==> config.mk <==
export PLATFORM = sky130hd
export DESIGN_NAME = score_bcd_updown_flat
export DESIGN_NICKNAME = d
export VERILOG_FILES = /design/src/rtl/score_bcd_updown_if.sv /design/src/rtl/score_bcd_updown.sv /design/src/flat_wrapper.sv
export SDC_FILE = /design/constraint.sdc
export NUM_CORES = 1
export LEC_CHECK = 0
export CORE_MARGIN = 2
export CORE_UTILIZATION = 52
export CTS_CLUSTER_DIAMETER = 200
export DETAILED_ROUTE_END_ITERATION = 8
export PLACE_DENSITY = 0.78
export REMOVE_ABC_BUFFERS = 1
export SYNTH_ARGS = -nofsm -noshare
export SYNTH_HDL_FRONTEND = slang
export SYNTH_SLANG_ARGS = --single-unit
==> constraint.sdc <==
create_clock -name clk -period 7.1 [get_ports clk]
set_clock_uncertainty 0.2 [all_clocks]
set_input_delay 1.42 -clock clk [delete_from_list [all_inputs] [get_ports clk]]
set_output_delay 1.42 -clock clk [all_outputs]
set_load 0.01 [all_outputs]
==> src/rtl/score_bcd_updown_if.sv <==
// Score register bus: award/penalty pulses in, BCD digits and flags out.
interface score_bcd_updown_if;
    logic       pOne;
    logic       pTwo;
    logic       pThree;
    logic       mOne;
    logic       mTwo;
    logic       mThree;
    logic [3:0] bcd0;
    logic [3:0] bcd1;
    logic [3:0] bcd2;
    logic       atZero;
    logic       atMax;
    logic       floorHit;
    logic       ceilHit;

    // Game logic side: issues pulses, watches the score.
    modport master (
        output pOne, pTwo, pThree, mOne, mTwo, mThree,
        input  bcd0, bcd1, bcd2, atZero, atMax, floorHit, ceilHit
    );

    // Score register side.
    modport slave (
        input  pOne, pTwo, pThree, mOne, mTwo, mThree,
        output bcd0, bcd1, bcd2, atZero, atMax, floorHit, ceilHit
    );
endinterface

==> src/rtl/score_bcd_updown.sv <==
// Three-digit BCD up/down score register with +-1/2/3 steps, saturating
// at 000 and 999. Digits feed seg7 decoders directly.
module score_bcd_updown (
    input  logic                clk,
    input  logic                reset,
    score_bcd_updown_if.slave   sif
);

    logic [3:0]        d0, d1, d2;
    logic [3:0]        d0_nxt, d1_nxt, d2_nxt;
    logic              floor_hit_q, ceil_hit_q;
    logic              floor_nxt, ceil_nxt;

    logic [2:0]        award;
    logic [2:0]        penalty;
    logic signed [3:0] step_n;
    logic signed [4:0] ones_sum, tens_sum, hund_sum;
    logic signed [4:0] ones_adj, tens_adj;
    logic signed [1:0] c_ones, c_tens;

    // Net step and the ones->tens->hundreds carry/borrow chain, with clamping.
    always_comb begin
        award   = 3'd0;
        penalty = 3'd0;
        if (sif.pOne)        award = 3'd1;
        else if (sif.pTwo)   award = 3'd2;
        else if (sif.pThree) award = 3'd3;
        if (sif.mOne)        penalty = 3'd1;
        else if (sif.mTwo)   penalty = 3'd2;
        else if (sif.mThree) penalty = 3'd3;

        step_n = $signed({1'b0, award}) - $signed({1'b0, penalty});

        ones_sum = $signed({1'b0, d0}) + {step_n[3], step_n};
        ones_adj = ones_sum;
        c_ones   = 2'sd0;
        if (ones_sum > 5'sd9) begin
            ones_adj = ones_sum - 5'sd10;
            c_ones   = 2'sd1;
        end else if (ones_sum < 5'sd0) begin
            ones_adj = ones_sum + 5'sd10;
            c_ones   = -2'sd1;
        end

        tens_sum = $signed({1'b0, d1}) + {{3{c_ones[1]}}, c_ones};
        tens_adj = tens_sum;
        c_tens   = 2'sd0;
        if (tens_sum > 5'sd9) begin
            tens_adj = tens_sum - 5'sd10;
            c_tens   = 2'sd1;
        end else if (tens_sum < 5'sd0) begin
            tens_adj = tens_sum + 5'sd10;
            c_tens   = -2'sd1;
        end

        hund_sum = $signed({1'b0, d2}) + {{3{c_tens[1]}}, c_tens};

        d0_nxt    = ones_adj[3:0];
        d1_nxt    = tens_adj[3:0];
        d2_nxt    = hund_sum[3:0];
        floor_nxt = 1'b0;
        ceil_nxt  = 1'b0;
        // A hundreds overflow/underflow means the true result left 000..999.
        if (hund_sum > 5'sd9) begin
            d0_nxt   = 4'd9;
            d1_nxt   = 4'd9;
            d2_nxt   = 4'd9;
            ceil_nxt = 1'b1;
        end else if (hund_sum < 5'sd0) begin
            d0_nxt    = 4'd0;
            d1_nxt    = 4'd0;
            d2_nxt    = 4'd0;
            floor_nxt = 1'b1;
        end
    end

    // Digit registers and one-cycle clamp pulses.
    always_ff @(posedge clk or posedge reset) begin
        if (reset) begin
            d0          <= 4'd0;
            d1          <= 4'd0;
            d2          <= 4'd0;
            floor_hit_q <= 1'b0;
            ceil_hit_q  <= 1'b0;
        end else begin
            d0          <= d0_nxt;
            d1          <= d1_nxt;
            d2          <= d2_nxt;
            floor_hit_q <= floor_nxt;
            ceil_hit_q  <= ceil_nxt;
        end
    end

    assign sif.bcd0     = d0;
    assign sif.bcd1     = d1;
    assign sif.bcd2     = d2;
    assign sif.atZero   = (d2 == 4'd0) && (d1 == 4'd0) && (d0 == 4'd0);
    assign sif.atMax    = (d2 == 4'd9) && (d1 == 4'd9) && (d0 == 4'd9);
    assign sif.floorHit = floor_hit_q;
    assign sif.ceilHit  = ceil_hit_q;

endmodule

==> src/flat_wrapper.sv <==
// flat-port wrapper written by rule: the top's interface ports become plain ports
module score_bcd_updown_flat 
  (clk, reset, sif_pOne, sif_pTwo, sif_pThree, sif_mOne, sif_mTwo, sif_mThree, sif_bcd0, sif_bcd1, sif_bcd2, sif_atZero, sif_atMax, sif_floorHit, sif_ceilHit);
  score_bcd_updown_if sif_i ();
  input  logic clk;
  input  logic reset;
  input wire logic [$bits(sif_i.pOne)-1:0] sif_pOne;
  input wire logic [$bits(sif_i.pTwo)-1:0] sif_pTwo;
  input wire logic [$bits(sif_i.pThree)-1:0] sif_pThree;
  input wire logic [$bits(sif_i.mOne)-1:0] sif_mOne;
  input wire logic [$bits(sif_i.mTwo)-1:0] sif_mTwo;
  input wire logic [$bits(sif_i.mThree)-1:0] sif_mThree;
  output wire logic [$bits(sif_i.bcd0)-1:0] sif_bcd0;
  output wire logic [$bits(sif_i.bcd1)-1:0] sif_bcd1;
  output wire logic [$bits(sif_i.bcd2)-1:0] sif_bcd2;
  output wire logic [$bits(sif_i.atZero)-1:0] sif_atZero;
  output wire logic [$bits(sif_i.atMax)-1:0] sif_atMax;
  output wire logic [$bits(sif_i.floorHit)-1:0] sif_floorHit;
  output wire logic [$bits(sif_i.ceilHit)-1:0] sif_ceilHit;
  assign sif_i.pOne = sif_pOne;
  assign sif_i.pTwo = sif_pTwo;
  assign sif_i.pThree = sif_pThree;
  assign sif_i.mOne = sif_mOne;
  assign sif_i.mTwo = sif_mTwo;
  assign sif_i.mThree = sif_mThree;
  assign sif_bcd0 = sif_i.bcd0;
  assign sif_bcd1 = sif_i.bcd1;
  assign sif_bcd2 = sif_i.bcd2;
  assign sif_atZero = sif_i.atZero;
  assign sif_atMax = sif_i.atMax;
  assign sif_floorHit = sif_i.floorHit;
  assign sif_ceilHit = sif_i.ceilHit;
  score_bcd_updown u_core (.clk(clk), .reset(reset), .sif(sif_i));
endmodule
Word-level counts from Yosys, hierarchy flattened --
Cells that the tools add are included.
Cells by class: add/subtract/negate cells 8, order comparisons 6, equality and inequality tests 3, mux-type cells 23, reduce and logical (&&, ||, !) cells 7
Operators with widths (number):
- 4-bit two-way mux | 10
- 4-bit by 5-bit adder with 5-bit output | 3
- 5-bit > comparator (second input constant) | 3
- 5-bit by 1-bit < comparator with 1-bit output (second input constant) | 3
- 4-bit equality test (second input constant) | 3
- 4-bit zero test | 3
- 2-bit two-way mux | 6
- 3-bit two-way mux | 4
- 4-bit adder (second input constant) | 2
- 4-bit subtractor (second input constant) | 2
- 1-bit logical AND | 4
- 3-bit by 3-bit subtractor with 4-bit output | 1
- 1-bit two-way mux | 3
Storage, ports and cells: bits in registers 14, input port bits 8, output and inout port bits 16, word-level logic and storage cells 52

Logic depth before layout (Yosys ltp) --
depth in word-level cells 16, depth in mapped cells 28, depth with buffers taken out 28

Worst setup path after synthesis --
No wires, ideal clock.
kind in2reg, start point in sif_mTwo, end point reg u_core.d0[2] (netlist: u_core.sif.bcd0[2]), data arrival time 6.690 ns, required time 6.805 ns, setup slack 0.115 ns, stages on the path 28, cells stage by stage inv_1 a21o_1 ha_1 inv_1 fa_1 fa_1 xnor2_1 ha_1 a21boi_0 o31ai_1 ha_1 inv_1 fa_1 xor2_1 ha_1 nand2_1 a32oi_1 nand3_1 nand2b_1 ha_1 inv_1 fa_1 nor2b_1 o21ai_0 or2b_1 xor2_4 nand2b_4 nor4_4
Between the ends: cells in the longest elaborated chain, start to end 15
RTL lines:
- start: declaration | line flat_wrapper.sv:11 | input wire logic [$bits(sif_i.mTwo)-1:0] sif_mTwo;
- 3-bit two-way mux (*) | line score_bcd_updown.sv:29 | else if (sif.mTwo) penalty = 3'd2;
- 3-bit two-way mux (*) | line score_bcd_updown.sv:28 | if (sif.mOne) penalty = 3'd1;
- 3-bit by 3-bit subtractor with 4-bit output (*) | line score_bcd_updown.sv:32 | step_n = $signed({1'b0, award}) - $signed({1'b0, penalty});
- 4-bit by 5-bit adder with 5-bit output (*) | line score_bcd_updown.sv:34 | ones_sum = $signed({1'b0, d0}) + {step_n[3], step_n};
- 5-bit by 1-bit < comparator with 1-bit output | line score_bcd_updown.sv:40 | end else if (ones_sum < 5'sd0) begin
- 2-bit two-way mux | line score_bcd_updown.sv:40
- 2-bit two-way mux | line score_bcd_updown.sv:37 | if (ones_sum > 5'sd9) begin
- 4-bit by 5-bit adder with 5-bit output | line score_bcd_updown.sv:45 | tens_sum = $signed({1'b0, d1}) + {{3{c_ones[1]}}, c_ones};
- 5-bit by 1-bit < comparator with 1-bit output | line score_bcd_updown.sv:51 | end else if (tens_sum < 5'sd0) begin
- 2-bit two-way mux | line score_bcd_updown.sv:51
- 2-bit two-way mux | line score_bcd_updown.sv:48 | if (tens_sum > 5'sd9) begin
- 4-bit by 5-bit adder with 5-bit output | line score_bcd_updown.sv:56 | hund_sum = $signed({1'b0, d2}) + {{3{c_tens[1]}}, c_tens};
- 5-bit by 1-bit < comparator with 1-bit output | line score_bcd_updown.sv:69 | end else if (hund_sum < 5'sd0) begin
- 4-bit two-way mux | line score_bcd_updown.sv:69
- 4-bit two-way mux (*) | line score_bcd_updown.sv:64 | if (hund_sum > 5'sd9) begin
- named net u_core.d0_nxt[2] | line score_bcd_updown.sv:10 | logic [3:0] d0_nxt, d1_nxt, d2_nxt;
- end signal: assignment | line score_bcd_updown.sv:86 | d0 <= d0_nxt;
- end: declaration | line score_bcd_updown.sv:9 | logic [3:0] d0, d1, d2;
The timed path passes the listed nets; every way through them passes the cells marked *.

Worst setup path after layout --
start point in sif_pTwo, end point reg u_core.d2[1] (netlist: u_core.sif.bcd2[1])
Between the ends: cells in the longest elaborated chain, start to end 15
RTL lines:
- start: declaration | line flat_wrapper.sv:8 | input wire logic [$bits(sif_i.pTwo)-1:0] sif_pTwo;
- 3-bit two-way mux (*) | line score_bcd_updown.sv:26 | else if (sif.pTwo) award = 3'd2;
- 3-bit two-way mux (*) | line score_bcd_updown.sv:25 | if (sif.pOne) award = 3'd1;
- 3-bit by 3-bit subtractor with 4-bit output (*) | line score_bcd_updown.sv:32
- 4-bit by 5-bit adder with 5-bit output (*) | line score_bcd_updown.sv:34
- 5-bit by 1-bit < comparator with 1-bit output | line score_bcd_updown.sv:40
- 2-bit two-way mux | line score_bcd_updown.sv:40
- 2-bit two-way mux (*) | line score_bcd_updown.sv:37
- 4-bit by 5-bit adder with 5-bit output (*) | line score_bcd_updown.sv:45
- 5-bit by 1-bit < comparator with 1-bit output | line score_bcd_updown.sv:51
- 2-bit two-way mux | line score_bcd_updown.sv:51
- 2-bit two-way mux (*) | line score_bcd_updown.sv:48
- 4-bit by 5-bit adder with 5-bit output (*) | line score_bcd_updown.sv:56
- 5-bit by 1-bit < comparator with 1-bit output | line score_bcd_updown.sv:69
- 4-bit two-way mux | line score_bcd_updown.sv:69
- 4-bit two-way mux (*) | line score_bcd_updown.sv:64
- named net u_core.d2_nxt[1] | line score_bcd_updown.sv:10
- end signal: assignment | line score_bcd_updown.sv:88 | d2 <= d2_nxt;
- end: declaration | line score_bcd_updown.sv:9
Marked as above.

==> key figures <==
Logic synthesis
  • Synth area leader: dfrtp_1
  • Synth top area share: 26.8%
  • Sequential area share after synthesis: 26.8%
  • Syn avg cell area: 9.39 um2
  • Post-Synthesis Cell Area: 1310 um2
  • Ys Warns: 0
  • EDFF count, synth: 0
  • Ys flop type: dfrtp_1
  • Ranking of synthesized cells by area: dfrtp_1 27%, ha_1 16%, fa_1 6.1%
  • Post-synthesis register bit count: 14
  • Synthesized instance count: 139
  • Distinct cells, synth: 39
  • Async S/R FF share, synth: 100%

Finish
  • Post-layout instance area: 1960 um2
  • Seq. cell area: 350 um2
  • Multi-input gate area: 1010 um2
  • N_diodes: 0
  • Layout cells sized above 1: 37.1%
  • Fin nets: 228
  • Syn-to-layout area delta: 50.5%
  • Final-layout fill cell count: 151

Worst setup path
  • Crit path max fanout: 6
  • Worst path slowest cell: fa_1
  • Register-to-Register Path Depth: 24
  • Critical Path End Type: flop
  • Crit Path Class: in -> reg
  • CP top delay family: adder cells
  • WP buf/inv: 5
  • Crit-path max cell delay: 0.49 ns
  • Arrival time worst endpoint: 6.86 ns
  • Crit path required time: 7.08 ns
  • Crit start category: input pin
  • Reg2reg start: u_core.sif.bcd0[0]
  • Worst R2R Setup Slack: 1.85 ns
  • FF-to-FF End: u_core.sif.bcd2[1]

Clocking
  • Hold_buf cts: 0
  • CTS max path bufs: 2
  • CTS tree: done
  • Clock root cell: clkbuf_4
  • Clock transition at path regs: 0.09 ns
  • CTS H-Tree Depth: 1
  • Cts bufs inserted: 3
  • Clock sinks: 14
  • Worst-Skew Late Latency: 0.29 ns

Placed design
  • PortBufs: 23
  • Gpl congestion: 0.799
  • DP Area: 1730 um2
  • Dpl hpwl: 2550 um

GRT
  • Initial antenna violation count: 0
  • Largest net degree at the start of global routing: 15
  • Total gr overflow: 0
  • Total Routing Usage GR: 27.3%
  • Vias in the first global route: 1254
  • First-pass GRT wire length: 5640 um

Timing
  • Worst-Margin Slew: 0.518 ns
  • Hold Fails Final Rpt: 0
  • Max-slew violation count: 0
  • Final period utilization: 96.9%
  • Fmax: 145 MHz
  • Min cycle time layout: 6.88 ns
  • Rel. slew slack: 65.4%
  • Final Setup Violations: 0

Worst hold path
  • HP Class: reg -> reg
  • Hold Path Depth: 3
  • Worst hold start: u_core.sif.bcd2[0]
  • Worst Hold End: u_core.sif.bcd2[0]

Floorplan
  • Top Ports: 24
  • Die Width: 54.1 um
  • Starting density of the core: 53.7%
  • Core ar.: 2430 um2
  • Chip height: 54.1 um
  • Die area: 2930 um2
  • Std cell rows: 18

Detailed routing
  • Total vias in the final route: 1245
  • Vias/cell: 5.48
  • Post-DRT Antenna Nets: 0
  • Drt initial violations: 28
  • DR WL/cell: 16.6 um
  • Final wirelength: 3760 um
  • DR pass1 iterations: 4
  • Drt drc: 0

Flow run
  • Max_cap viols: 0

Outcome
  • Status: complete, no violations
==> worst register-to-register path, cell delays in order (launching register included) <==
cell      delay (ns)
dfrtp_1         0.42
ha_1            0.26
fa_2            0.58
inv_2           0.05
ha_2            0.17
a21boi_2        0.17
o31ai_4         0.29
ha_2            0.25
inv_2           0.04
fa_2            0.38
xor2_4          0.25
ha_4            0.16
nand2_1         0.05
a32oi_1         0.15
nand3_1         0.12
nand2b_1        0.14
ha_2            0.22
inv_2           0.05
fa_2            0.37
nor2b_2         0.11
o21ai_0         0.06
or2b_4          0.24
xor2_4          0.14
nand2b_4        0.20
nor2_1          0.07
==> timing repair <==
item,4_1_cts,5_1_grt
setup endpoints to repair,14,14
setup buffers,12,1
pin swaps,15,14
gates cloned,0,0
resized for setup,25,13
==> layer usage <==
layer / wire length (um) / track usage (%)
met1: 1500 / 34.0
met4: 36 / 8.33
met2: 2090 / 48.2
met3: 140 / 4.44
met5: 0 / 0
==> final cells by class <==
type / count / share of cell area, %
clock buffers: 3 / 1.15
inverters: 16 / 3.06
repair buffers: 56 / 24.5
multi-input cells: 108 / 51.5
flip-flops and latches: 14 / 17.8
well taps: 30 / 1.91
==> cell usage after synthesis (all sizes together) (2+ instances only) <==
cell type   n
a21o        3
a21oi       9
and2        3
and3        3
dfrtp      14
fa          4
ha         17
inv        16
nand2       6
nand2b      2
nor2       20
nor2b       2
nor3        3
nor4        4
o21ai       2
o31ai       2
or2b        2
or3         2
xnor2       9
xor2        4
==> cells in the final DEF, fill, tap and decap left out, drive strengths merged, types with 3 or more instances in the layout <==
cell type and n:
dlymetal6s2s 3, xor2 4, a21o 3, ha 17
a21oi 9, inv 16, dlygate4sd2 3, nor4 4
buf 33, dfrtp 14, nor2 20, xnor2 9
fa 4, nor3 3, and2 3, nand2 6
and3 3, clkbuf 3, clkdlybuf4s50 17
==> sequential cells by signal (all words and copies together) (netlist names) <==
name and flops:
u_core.sif.bcd0 4, u_core.sif.bcd1 4, u_core.sif.bcd2 4, u_core.sif.ceilHit 1, u_core.sif.floorHit 1
==> logic make-up (layout without fill, tap and decap cells) <==
logic type / count (synthesis) / in the layout / share of synthesized area [%]
buffers and inverters: 17 / 75 / 4.89
muxes: 1 / 1 / 0.767
and+or+nand+nor: 51 / 51 / 22.5
AOI/OAI and AO/OA: 22 / 22 / 10.9
xor gates and xnor gates: 13 / 13 / 11.6
DFF: 14 / 14 / 26.8
adders and majority gates: 21 / 21 / 22.4
==> worst max-delay path by stage <==
stage                     from                  to  depth (start not counted)
floorplan             sif_mTwo  u_core.sif.bcd0[2]                         28
global placement      sif_pTwo  u_core.sif.bcd0[2]                         29
detailed placement    sif_pTwo  u_core.sif.bcd0[2]                         29
CTS                 sif_mThree  u_core.sif.bcd0[2]                         28
global route          sif_pTwo  u_core.sif.bcd2[1]                         29
finish                sif_pTwo  u_core.sif.bcd2[1]                         29
==> through the flow <==
stage	util, %	setup TNS, ns	hold WS, ns	instances	worst slack (ns)
final	80.8	0	0.617	227	0.217
after global routing	80.8	-0.333	0.655	227	-0.0544
after CTS	78.1	0	0.562	227	0.00266
after detailed placement	71.0	-9.11	0.519	212	-0.780
after global placement	71.0	-5.73	0.479	212	-0.546
after floorplan	-	0	0.489	138	0.115
Power is left out: the tool's default activity adds up to more than one toggle a clock period on the data nets, which glitch-free logic cannot reach.
